**src/rtl/axi4_pgroup_dispatch_pkg.sv**
```systemverilog
// Shared types and constants for the pixel-group dispatcher: dispatch modes,
// AXI response codes, FSM states and a width helper.
package axi4_pgroup_dispatch_pkg;

  typedef enum logic {
    MODE_BROADCAST = 1'b0,
    MODE_FRAME     = 1'b1
  } mode_e;

  localparam logic [1:0] RESP_OKAY   = 2'b00;
  localparam logic [1:0] RESP_SLVERR = 2'b10;

  typedef enum logic [1:0] {
    ST_IDLE = 2'd0,
    ST_DATA = 2'd1,
    ST_RESP = 2'd2
  } state_e;

  localparam int FRAME_PGNUM_DEF = 2400;

  // Index width for a range of n items, never narrower than one bit.
  function automatic int idx_width(input int n);
    return (n > 1) ? $clog2(n) : 1;
  endfunction

endpackage

```
**src/rtl/axi4_pgroup_dispatch_if.sv**
```systemverilog
// AXI4 write-channel bundle (AW, W, B) between the frame master and the dispatcher.
// Every channel transfers on a clock edge where valid and ready are both high;
// valid never waits for ready, and payload stays stable while valid is high and ready is low.
interface axi4_pgroup_dispatch_if #(
  parameter int MST_ID_W         = 3,
  parameter int ADDR_WIDTH       = 32,
  parameter int TRANS_DATA_LEN_W = 8,
  parameter int DATA_WIDTH       = 256,
  parameter int TRANS_WR_RESP_W  = 2
);
  logic [MST_ID_W-1:0]         awid;
  logic [ADDR_WIDTH-1:0]       awaddr;
  logic [TRANS_DATA_LEN_W-1:0] awlen;
  logic                        awvalid;
  logic                        awready;
  logic [DATA_WIDTH-1:0]       wdata;
  logic                        wlast;
  logic                        wvalid;
  logic                        wready;
  logic [MST_ID_W-1:0]         bid;
  logic [TRANS_WR_RESP_W-1:0]  bresp;
  logic                        bvalid;
  logic                        bready;

  modport master (
    output awid, awaddr, awlen, awvalid, wdata, wlast, wvalid, bready,
    input  awready, wready, bid, bresp, bvalid
  );

  modport slave (
    input  awid, awaddr, awlen, awvalid, wdata, wlast, wvalid, bready,
    output awready, wready, bid, bresp, bvalid
  );
endinterface

```
**src/rtl/axi4_pgroup_dispatch_out_stage.sv**
```systemverilog
// Registered output stage: one pixel group shared by all channels plus a pending
// mask that each channel clears independently, and per-channel frame-done pulses.
module axi4_pgroup_dispatch_out_stage #(
  parameter int IP_AMT     = 2,
  parameter int DATA_WIDTH = 256
) (
  input  logic                  clk,
  input  logic                  rst_n,
  input  logic                  load,
  input  logic [DATA_WIDTH-1:0] load_data,
  input  logic [IP_AMT-1:0]     load_mask,
  input  logic                  load_done,
  input  logic [IP_AMT-1:0]     ready,
  output logic                  stage_free,
  output logic [DATA_WIDTH-1:0] data,
  output logic [IP_AMT-1:0]     valid,
  output logic [IP_AMT-1:0]     frame_done
);

  logic [DATA_WIDTH-1:0] data_q;
  logic [IP_AMT-1:0]     mask_q;
  logic [IP_AMT-1:0]     done_q;
  logic [IP_AMT-1:0]     done_pulse_q;
  logic [IP_AMT-1:0]     drain;

  assign drain      = mask_q & ready;
  assign stage_free = (mask_q & ~ready) == '0;

  // A load is only issued when every pending bit drains this cycle, so the new
  // mask and done flags can simply replace the old ones.
  always_ff @(posedge clk or negedge rst_n) begin
    if (!rst_n) begin
      data_q       <= '0;
      mask_q       <= '0;
      done_q       <= '0;
      done_pulse_q <= '0;
    end else begin
      done_pulse_q <= drain & done_q;
      if (load) begin
        data_q <= load_data;
        mask_q <= load_mask;
        done_q <= load_done ? load_mask : '0;
      end else begin
        mask_q <= mask_q & ~ready;
        done_q <= done_q & ~drain;
      end
    end
  end

  assign data       = data_q;
  assign valid      = mask_q;
  assign frame_done = done_pulse_q;

endmodule

```
**src/rtl/axi4_pgroup_dispatch.sv**
```systemverilog
// AXI4 write slave that fans pixel-group bursts out to IP_AMT image-processor
// channels, either broadcast or whole frames round-robin.
module axi4_pgroup_dispatch
  import axi4_pgroup_dispatch_pkg::*;
#(
  parameter int IP_AMT           = 2,
  parameter int MST_ID_W         = 3,
  parameter int DATA_WIDTH       = 256,
  parameter int ADDR_WIDTH       = 32,
  parameter int TRANS_DATA_LEN_W = 8,
  parameter int TRANS_WR_RESP_W  = 2,
  parameter int FRAME_PGNUM      = FRAME_PGNUM_DEF
) (
  input  logic                           ACLK_i,
  input  logic                           ARESETn_i,
  axi4_pgroup_dispatch_if.slave          axi,
  input  logic                           mode_i,
  input  logic [IP_AMT-1:0]              pgroup_ready_i,
  output logic [DATA_WIDTH-1:0]          pgroup_o,
  output logic [IP_AMT-1:0]              pgroup_valid_o,
  output logic [IP_AMT-1:0]              frame_done_o,
  output logic [idx_width(IP_AMT)-1:0]   cur_ch_o,
  output logic [ADDR_WIDTH-1:0]          cap_addr,
  output state_e                         dbg_state
);

  localparam int CH_W = idx_width(IP_AMT);
  localparam int FC_W = idx_width(FRAME_PGNUM);

  state_e                      state_q, state_nxt;
  logic [MST_ID_W-1:0]         id_q;
  logic [TRANS_DATA_LEN_W-1:0] len_q;
  logic [TRANS_DATA_LEN_W-1:0] beat_cnt_q;
  logic [ADDR_WIDTH-1:0]       addr_q;
  logic                        err_q;
  logic [FC_W-1:0]             frame_cnt_q;
  mode_e                       frame_mode_q;
  logic [CH_W-1:0]             cur_ch_q;

  logic                        aw_hs;
  logic                        w_hs;
  logic                        stage_free;
  logic                        frame_wrap;
  logic                        at_len;
  logic                        len_err;
  mode_e                       beat_mode;
  logic [IP_AMT-1:0]           ch_onehot;
  logic [IP_AMT-1:0]           load_mask;

  assign axi.awready = (state_q == ST_IDLE);
  assign axi.wready  = (state_q == ST_DATA) && stage_free;
  assign axi.bvalid  = (state_q == ST_RESP);
  assign axi.bid     = (state_q == ST_RESP) ? id_q : '0;
  assign axi.bresp   = (state_q == ST_RESP) ?
                       TRANS_WR_RESP_W'(err_q ? RESP_SLVERR : RESP_OKAY) : '0;

  assign aw_hs = axi.awvalid && axi.awready;
  assign w_hs  = axi.wvalid && axi.wready;

  always_ff @(posedge ACLK_i or negedge ARESETn_i) begin
    if (!ARESETn_i) state_q <= ST_IDLE;
    else            state_q <= state_nxt;
  end

  always_comb begin
    state_nxt = state_q;
    case (state_q)
      ST_IDLE: if (axi.awvalid)          state_nxt = ST_DATA;
      ST_DATA: if (w_hs && axi.wlast)    state_nxt = ST_RESP;
      ST_RESP: if (axi.bready)           state_nxt = ST_IDLE;
      default:                           state_nxt = ST_IDLE;
    endcase
  end

  // Length errors are only flagged: an early WLAST still closes the burst, and
  // a missing WLAST on beat AWLEN keeps the burst open until WLAST arrives.
  assign at_len  = (beat_cnt_q == len_q);
  assign len_err = at_len ? !axi.wlast : axi.wlast;

  // The mode is latched on the first beat of a frame and holds until it wraps.
  assign beat_mode  = (frame_cnt_q == '0) ? mode_e'(mode_i) : frame_mode_q;
  assign frame_wrap = (frame_cnt_q == FC_W'(FRAME_PGNUM - 1));
  assign ch_onehot  = IP_AMT'(1) << cur_ch_q;
  assign load_mask  = (beat_mode == MODE_FRAME) ? ch_onehot : '1;

  always_ff @(posedge ACLK_i or negedge ARESETn_i) begin
    if (!ARESETn_i) begin
      id_q         <= '0;
      len_q        <= '0;
      addr_q       <= '0;
      beat_cnt_q   <= '0;
      err_q        <= 1'b0;
      frame_cnt_q  <= '0;
      frame_mode_q <= MODE_BROADCAST;
      cur_ch_q     <= '0;
    end else begin
      if (aw_hs) begin
        id_q       <= axi.awid;
        len_q      <= axi.awlen;
        addr_q     <= axi.awaddr;
        beat_cnt_q <= '0;
        err_q      <= 1'b0;
      end
      if (w_hs) begin
        beat_cnt_q   <= beat_cnt_q + 1'b1;
        if (len_err) err_q <= 1'b1;
        frame_cnt_q  <= frame_wrap ? '0 : frame_cnt_q + 1'b1;
        frame_mode_q <= beat_mode;
        if (frame_wrap && beat_mode == MODE_FRAME)
          cur_ch_q <= (cur_ch_q == CH_W'(IP_AMT - 1)) ? '0 : cur_ch_q + 1'b1;
      end
    end
  end

  axi4_pgroup_dispatch_out_stage #(
    .IP_AMT     (IP_AMT),
    .DATA_WIDTH (DATA_WIDTH)
  ) u_out_stage (
    .clk        (ACLK_i),
    .rst_n      (ARESETn_i),
    .load       (w_hs),
    .load_data  (axi.wdata),
    .load_mask  (load_mask),
    .load_done  (frame_wrap),
    .ready      (pgroup_ready_i),
    .stage_free (stage_free),
    .data       (pgroup_o),
    .valid      (pgroup_valid_o),
    .frame_done (frame_done_o)
  );

  assign cur_ch_o  = cur_ch_q;
  assign cap_addr  = addr_q;
  assign dbg_state = state_q;

endmodule
```
**src/flat_wrapper.sv**
```systemverilog
// flat-port wrapper written by rule: the top's interface ports become plain ports
module axi4_pgroup_dispatch_flat import axi4_pgroup_dispatch_pkg::*;
#(
  parameter int IP_AMT           = 2,
  parameter int MST_ID_W         = 3,
  parameter int DATA_WIDTH       = 256,
  parameter int ADDR_WIDTH       = 32,
  parameter int TRANS_DATA_LEN_W = 8,
  parameter int TRANS_WR_RESP_W  = 2,
  parameter int FRAME_PGNUM      = FRAME_PGNUM_DEF
)
  (ACLK_i, ARESETn_i, mode_i, pgroup_ready_i, pgroup_o, pgroup_valid_o, frame_done_o, cur_ch_o, cap_addr, dbg_state, axi_awid, axi_awaddr, axi_awlen, axi_awvalid, axi_wdata, axi_wlast, axi_wvalid, axi_bready, axi_awready, axi_wready, axi_bid, axi_bresp, axi_bvalid);
  axi4_pgroup_dispatch_if #(.MST_ID_W(MST_ID_W), .ADDR_WIDTH(ADDR_WIDTH), .TRANS_DATA_LEN_W(TRANS_DATA_LEN_W), .DATA_WIDTH(DATA_WIDTH), .TRANS_WR_RESP_W(TRANS_WR_RESP_W)) axi_i ();
  input  logic ACLK_i;
  input  logic ARESETn_i;
  input  logic mode_i;
  input  logic [IP_AMT-1:0] pgroup_ready_i;
  output logic [DATA_WIDTH-1:0] pgroup_o;
  output logic [IP_AMT-1:0] pgroup_valid_o;
  output logic [IP_AMT-1:0] frame_done_o;
  output logic [idx_width(IP_AMT)-1:0] cur_ch_o;
  output logic [ADDR_WIDTH-1:0] cap_addr;
  output state_e dbg_state;
  input wire logic [$bits(axi_i.awid)-1:0] axi_awid;
  input wire logic [$bits(axi_i.awaddr)-1:0] axi_awaddr;
  input wire logic [$bits(axi_i.awlen)-1:0] axi_awlen;
  input wire logic [$bits(axi_i.awvalid)-1:0] axi_awvalid;
  input wire logic [$bits(axi_i.wdata)-1:0] axi_wdata;
  input wire logic [$bits(axi_i.wlast)-1:0] axi_wlast;
  input wire logic [$bits(axi_i.wvalid)-1:0] axi_wvalid;
  input wire logic [$bits(axi_i.bready)-1:0] axi_bready;
  output wire logic [$bits(axi_i.awready)-1:0] axi_awready;
  output wire logic [$bits(axi_i.wready)-1:0] axi_wready;
  output wire logic [$bits(axi_i.bid)-1:0] axi_bid;
  output wire logic [$bits(axi_i.bresp)-1:0] axi_bresp;
  output wire logic [$bits(axi_i.bvalid)-1:0] axi_bvalid;
  assign axi_i.awid = axi_awid;
  assign axi_i.awaddr = axi_awaddr;
  assign axi_i.awlen = axi_awlen;
  assign axi_i.awvalid = axi_awvalid;
  assign axi_i.wdata = axi_wdata;
  assign axi_i.wlast = axi_wlast;
  assign axi_i.wvalid = axi_wvalid;
  assign axi_i.bready = axi_bready;
  assign axi_awready = axi_i.awready;
  assign axi_wready = axi_i.wready;
  assign axi_bid = axi_i.bid;
  assign axi_bresp = axi_i.bresp;
  assign axi_bvalid = axi_i.bvalid;
  axi4_pgroup_dispatch #(.IP_AMT(IP_AMT), .MST_ID_W(MST_ID_W), .DATA_WIDTH(DATA_WIDTH), .ADDR_WIDTH(ADDR_WIDTH), .TRANS_DATA_LEN_W(TRANS_DATA_LEN_W), .TRANS_WR_RESP_W(TRANS_WR_RESP_W), .FRAME_PGNUM(FRAME_PGNUM)) u_core (.ACLK_i(ACLK_i), .ARESETn_i(ARESETn_i), .axi(axi_i), .mode_i(mode_i), .pgroup_ready_i(pgroup_ready_i), .pgroup_o(pgroup_o), .pgroup_valid_o(pgroup_valid_o), .frame_done_o(frame_done_o), .cur_ch_o(cur_ch_o), .cap_addr(cap_addr), .dbg_state(dbg_state));
endmodule
```
**config.mk**
```make
export PLATFORM = sky130hd
export DESIGN_NAME = axi4_pgroup_dispatch_flat
export DESIGN_NICKNAME = d
export VERILOG_FILES = /design/src/rtl/axi4_pgroup_dispatch_pkg.sv /design/src/rtl/axi4_pgroup_dispatch_if.sv /design/src/rtl/axi4_pgroup_dispatch_out_stage.sv /design/src/rtl/axi4_pgroup_dispatch.sv /design/src/flat_wrapper.sv
export SDC_FILE = /design/constraint.sdc
export NUM_CORES = 1
export LEC_CHECK = 0
export CAP_MARGIN = 20
export CORE_AREA = 2 2 237 239
export DETAILED_ROUTE_END_ITERATION = 8
export DIE_AREA = 0 0 239 241
export GPL_TIMING_DRIVEN = 0
export PLACE_DENSITY = 0.63
export RECOVER_POWER = 25
export SLEW_MARGIN = 25
export SYNTH_ARGS = -nofsm -noshare
export SYNTH_HDL_FRONTEND = slang
export SYNTH_SLANG_ARGS = --single-unit
```
**constraint.sdc**
```tcl
create_clock -name ACLK_i -period 2.73 [get_ports ACLK_i]
set_clock_uncertainty 0.1 [all_clocks]
set_input_delay 0.4095 -clock ACLK_i [delete_from_list [all_inputs] [get_ports ACLK_i]]
set_output_delay 0.4095 -clock ACLK_i [all_outputs]
set_load 0.05 [all_outputs]
```
==> metrics.md, run 1 <==
| Metric | Value |
|---|---|
| Status | `finished clean` |
| Largest net degree at the start of global routing | `92` |
| Slowest-stage cell, CP | `dlygate4sd2_1` |
| R2R Path Start | `u_core.dbg_state[0]$_DFFE_PN0P_` |
| Leakage power | `10.19 nW` |
| Post-Route WL | `44810 um` |
| Placer Congestion | `0.8379` |
| Worst r2r path cells | `7` |
| CTS tree | `yes` |
| Global Route Usage Sum | `15.09%` |
| Routed vias/inst | `4.153` |
| Hold Path Class | `in2reg` |
| Endpoints failing setup | `0` |
| Htree depth | `2` |
| Final Hold Violating Endpoints | `0` |
| CP Data Arrival Time | `2.05 ns` |
| Mapped Avg Cell Area | `8.901 um^2` |
| Fin nets | `2399` |
| Clock Path Buffers | `3` |
| Clk sinks | `330` |
| Io pins | `611` |
| Worst reg-to-reg setup slack | `0.27 ns` |
| Root buffer cell | `clkbuf_16` |
| Crit Path Category | `reg2out` |
| Critical Path Sink | `axi_bid[1]` |
| Worst-path cell chain | `nor2b_1 > and2_1 > dlygate4sd2_1` |
| Area Overhead vs Synth | `65.80%` |
| Post CTS Setup Buffer Count | `0` |
| Synth area leaders | `dfrtp_1 (65%), nand2_1 (27%), clkbuf_1 (1.7%), xnor2_1 (0.75%), o21ai_0 (0.51%)` |
| Flops & latches, synth | `330` |
| Most numerous cell in the Yosys netlist | `nand2_1` |
| Port bufs | `609` |
| Max-slew headroom | `14.61%` |
| Core Area | `54880 um^2` |
| CP required | `2.22 ns` |
| Initial DRC Count | `434` |
| Post-Synthesis Cells | `1434` |
| Ys Warns | `0` |
| Buf/Inv on CP | `1` |
| Area post-placement | `19830 um^2` |
| Mapped Area | `12760 um^2` |
| DIE HEIGHT | `241 um` |
| Max stage delay on crit path | `0.54 ns` |
| Psw | `14.71 mW` |
| Critical path launch point | `u_core.dbg_state[0]$_DFFE_PN0P_` |
| Combinational Power Share | `54.4%` |
| Startpoint Class | `flip-flop` |
| TritonCTS buffer count | `39` |
| Clk pwr share | `17.8%` |
| Initial core utilization | `23.26%` |
| # DRC | `0` |
| R2R Path End | `u_core.u_out_stage.data[127]$_DFFE_PN0N_` |
| Final Slew Violations | `0` |
| Number of stages on the worst setup path | `3` |
| ANT cells | `0` |
| Post-synth EDFFs | `0` |
| Final worst-path cycle share | `93.87%` |
| Clk slew on worst S/H paths | `0.06 ns` |
| Post-detail-place hpwl | `33940 um` |
| CP endpoint kind | `primary output` |
| Die width | `239 um` |
| Pwr Density | `1422 nW/um^2` |
| Clock latency on the worst-skew pair | `0.54 ns` |
| Final instance area | `21160 um^2` |
| Share of layout cells above drive strength 1 | `4.062%` |
| Max Cap Violations | `0` |
| Fmax | `390.2 MHz` |
| Routed Antenna Nets | `0` |
| Synth top area share | `64.70%` |
| Initial antenna violation count | `3` |
| Async S/R FF share, synth | `100.0%` |
| Drt pass-1 iters | `4` |
| GR Overflow Total | `0` |
| Cell Rows | `86` |
| Delay-heaviest family, CP | `simple AND/OR/NAND/NOR gates` |
| Worst slew pin tran | `1.281 ns` |
| Synth cell types | `38` |
| Sequential area share after synthesis | `64.70%` |
| Synth top cells by count | `nand2_1 (907), dfrtp_1 (330), clkbuf_1 (58), buf_1 (13), o21ai_0 (13)` |
| Min Tclk post-route | `2.563 ns` |
| First-pass GRT wire length | `68220 um` |
| Main synth FF type | `dfrtp_1` |
| Vias in the first global route | `12200` |
| Cell accounting for the most synthesized area | `dfrtp_1` |
| Pwr Total | `30.10 mW` |
| Pint | `15.39 mW` |
| Drt wl/cell | `15.88 um` |
| Die area | `57600 um^2` |
| Syn nets | `1745` |
| Routed vias | `11720` |
| Crit-path max FO | `6` |
| Register share of total power | `27.8%` |
| Worst VDD drop | `0.7588 mV` |
| Switching share of power | `48.86%` |
[cells by family (layout without fill, tap and decap cells)]
group	after synthesis	count (layout)	share of synthesized area, %
adder cells (fa/ha/maj)	3	3	0.2941
AND/OR/NAND/NOR	969	969	29.70
other	1	1	0.02938
multiplexers	4	4	0.3137
AO/OA/AOI/OAI	32	32	1.588
XOR/XNOR	14	14	0.9607
flip-flops	330	330	64.70
buffers and inverters	81	764	2.412
[state kept, by name, indices dropped and copies added, names as in the netlist]
signal	cells
u_core.cap_addr	32
u_core.id_q	3
u_core.u_out_stage.frame_done	2
u_core.u_out_stage.done_q	2
u_core.frame_cnt_q	12
u_core.cur_ch_o	1
u_core.len_q	8
u_core.frame_mode_q	1
u_core.err_q	1
u_core.dbg_state	2
u_core.u_out_stage.valid	2
u_core.u_out_stage.data	256
u_core.beat_cnt_q	8
[layout make-up]
class	count	area [um^2]
fill	5405	33720
sequential	330	8258
timing repair buffer	613	6167
multi-input combinational	1023	4198
clock buffer	56	1171
tap	704	880.8
buffer	72	289.0
clock inverter	14	163.9
inverter	9	33.78
[per-layer routing]
layer	global-route usage [%]	vias up	wire length, um
met5	0	-	13
met4	4.640	2	1075
met3	4.689	68	3445
met2	26.48	398	22500
met1	17.63	5550	17770
li1	-	5697	-
[power by group through the flow]
stage	Sequential (mW)	Clock [mW]	Combinational [mW]
after floorplan	15.4	0	3.17
after global placement	8.36	0	16.4
after detailed placement	8.41	0	16.5
after CTS	8.38	5.53	16.5
after global routing	8.63	5.72	17.4
final	8.36	5.37	16.4
[worst register-to-register path, cell delays in order (launching register included)]
cell and delay [ns]:
dfrtp_1 0.42, nor2b_1 0.22, and4_1 0.21, buf_1 0.38, clkbuf_4 0.42, clkbuf_1 0.40, nand2_1 0.16, nand2_1 0.09
[worst min-delay path by stage]
stage                                      start                                  endpoint  cells past startpoint
after CTS                          axi_wdata[83]   u_core.u_out_stage.data[83]$_DFFE_PN0N_                      3
final                              axi_wdata[39]   u_core.u_out_stage.data[39]$_DFFE_PN0N_                      3
after global placement    u_core.err_q$_DFF_PN0_                    u_core.err_q$_DFF_PN0_                      2
after global routing              axi_wdata[119]  u_core.u_out_stage.data[119]$_DFFE_PN0N_                      3
after detailed placement               ARESETn_i  u_core.u_out_stage.data[175]$_DFFE_PN0N_                      1
after floorplan                        ARESETn_i          u_core.beat_cnt_q[0]$_DFFE_PN0P_                      0
[cell usage in the layout (no fill, tap or decap), types with 8 or more instances in the layout]
cell	netlist	routed
clkbuf_2	0	9
dfrtp_1	330	330
clkdlybuf4s50_1	0	602
o21ai_0	13	13
clkbuf_16	0	40
nand3_1	12	12
inv_1	9	9
nand2_1	907	907
clkbuf_8	0	11
nand4_1	8	8
clkinv_2	0	8
buf_1	13	14
clkbuf_1	58	52
xnor2_1	11	11
[metrics by stage]
step                utilization [%]  hold WS (ns)    TNS [ns]  setup slack (ns)  instances
floorplan                         -       0.01391           0            0.1283       1434
global placement              35.97        0.3540    -4548.61            -13.41       2747
detailed placement            36.13        0.3147     -113.87           -0.7477       2750
CTS                           38.58        0.2415           0         0.0005438       2821
global route                  38.56        0.2664  -0.0002744        -0.0002744       2821
finish                        38.56        0.2819           0            0.1674       2821
[what timing repair did]
item | CTS | global route
pin swaps | 0 | 0
setup endpoints to repair | 99 | 38
endpoints found under the hold margin | 67 | 0
hold buffers | 1 | 0
resized for setup | 10 | 14
Power figures use the tool's default switching activity.
==> inputs of run 2 (changes only) <==
- CTS_CLUSTER_DIAMETER: default -> 150
==> results of run 2 <==
No change in the layout: final DEF, timing and power equal those of run 1.
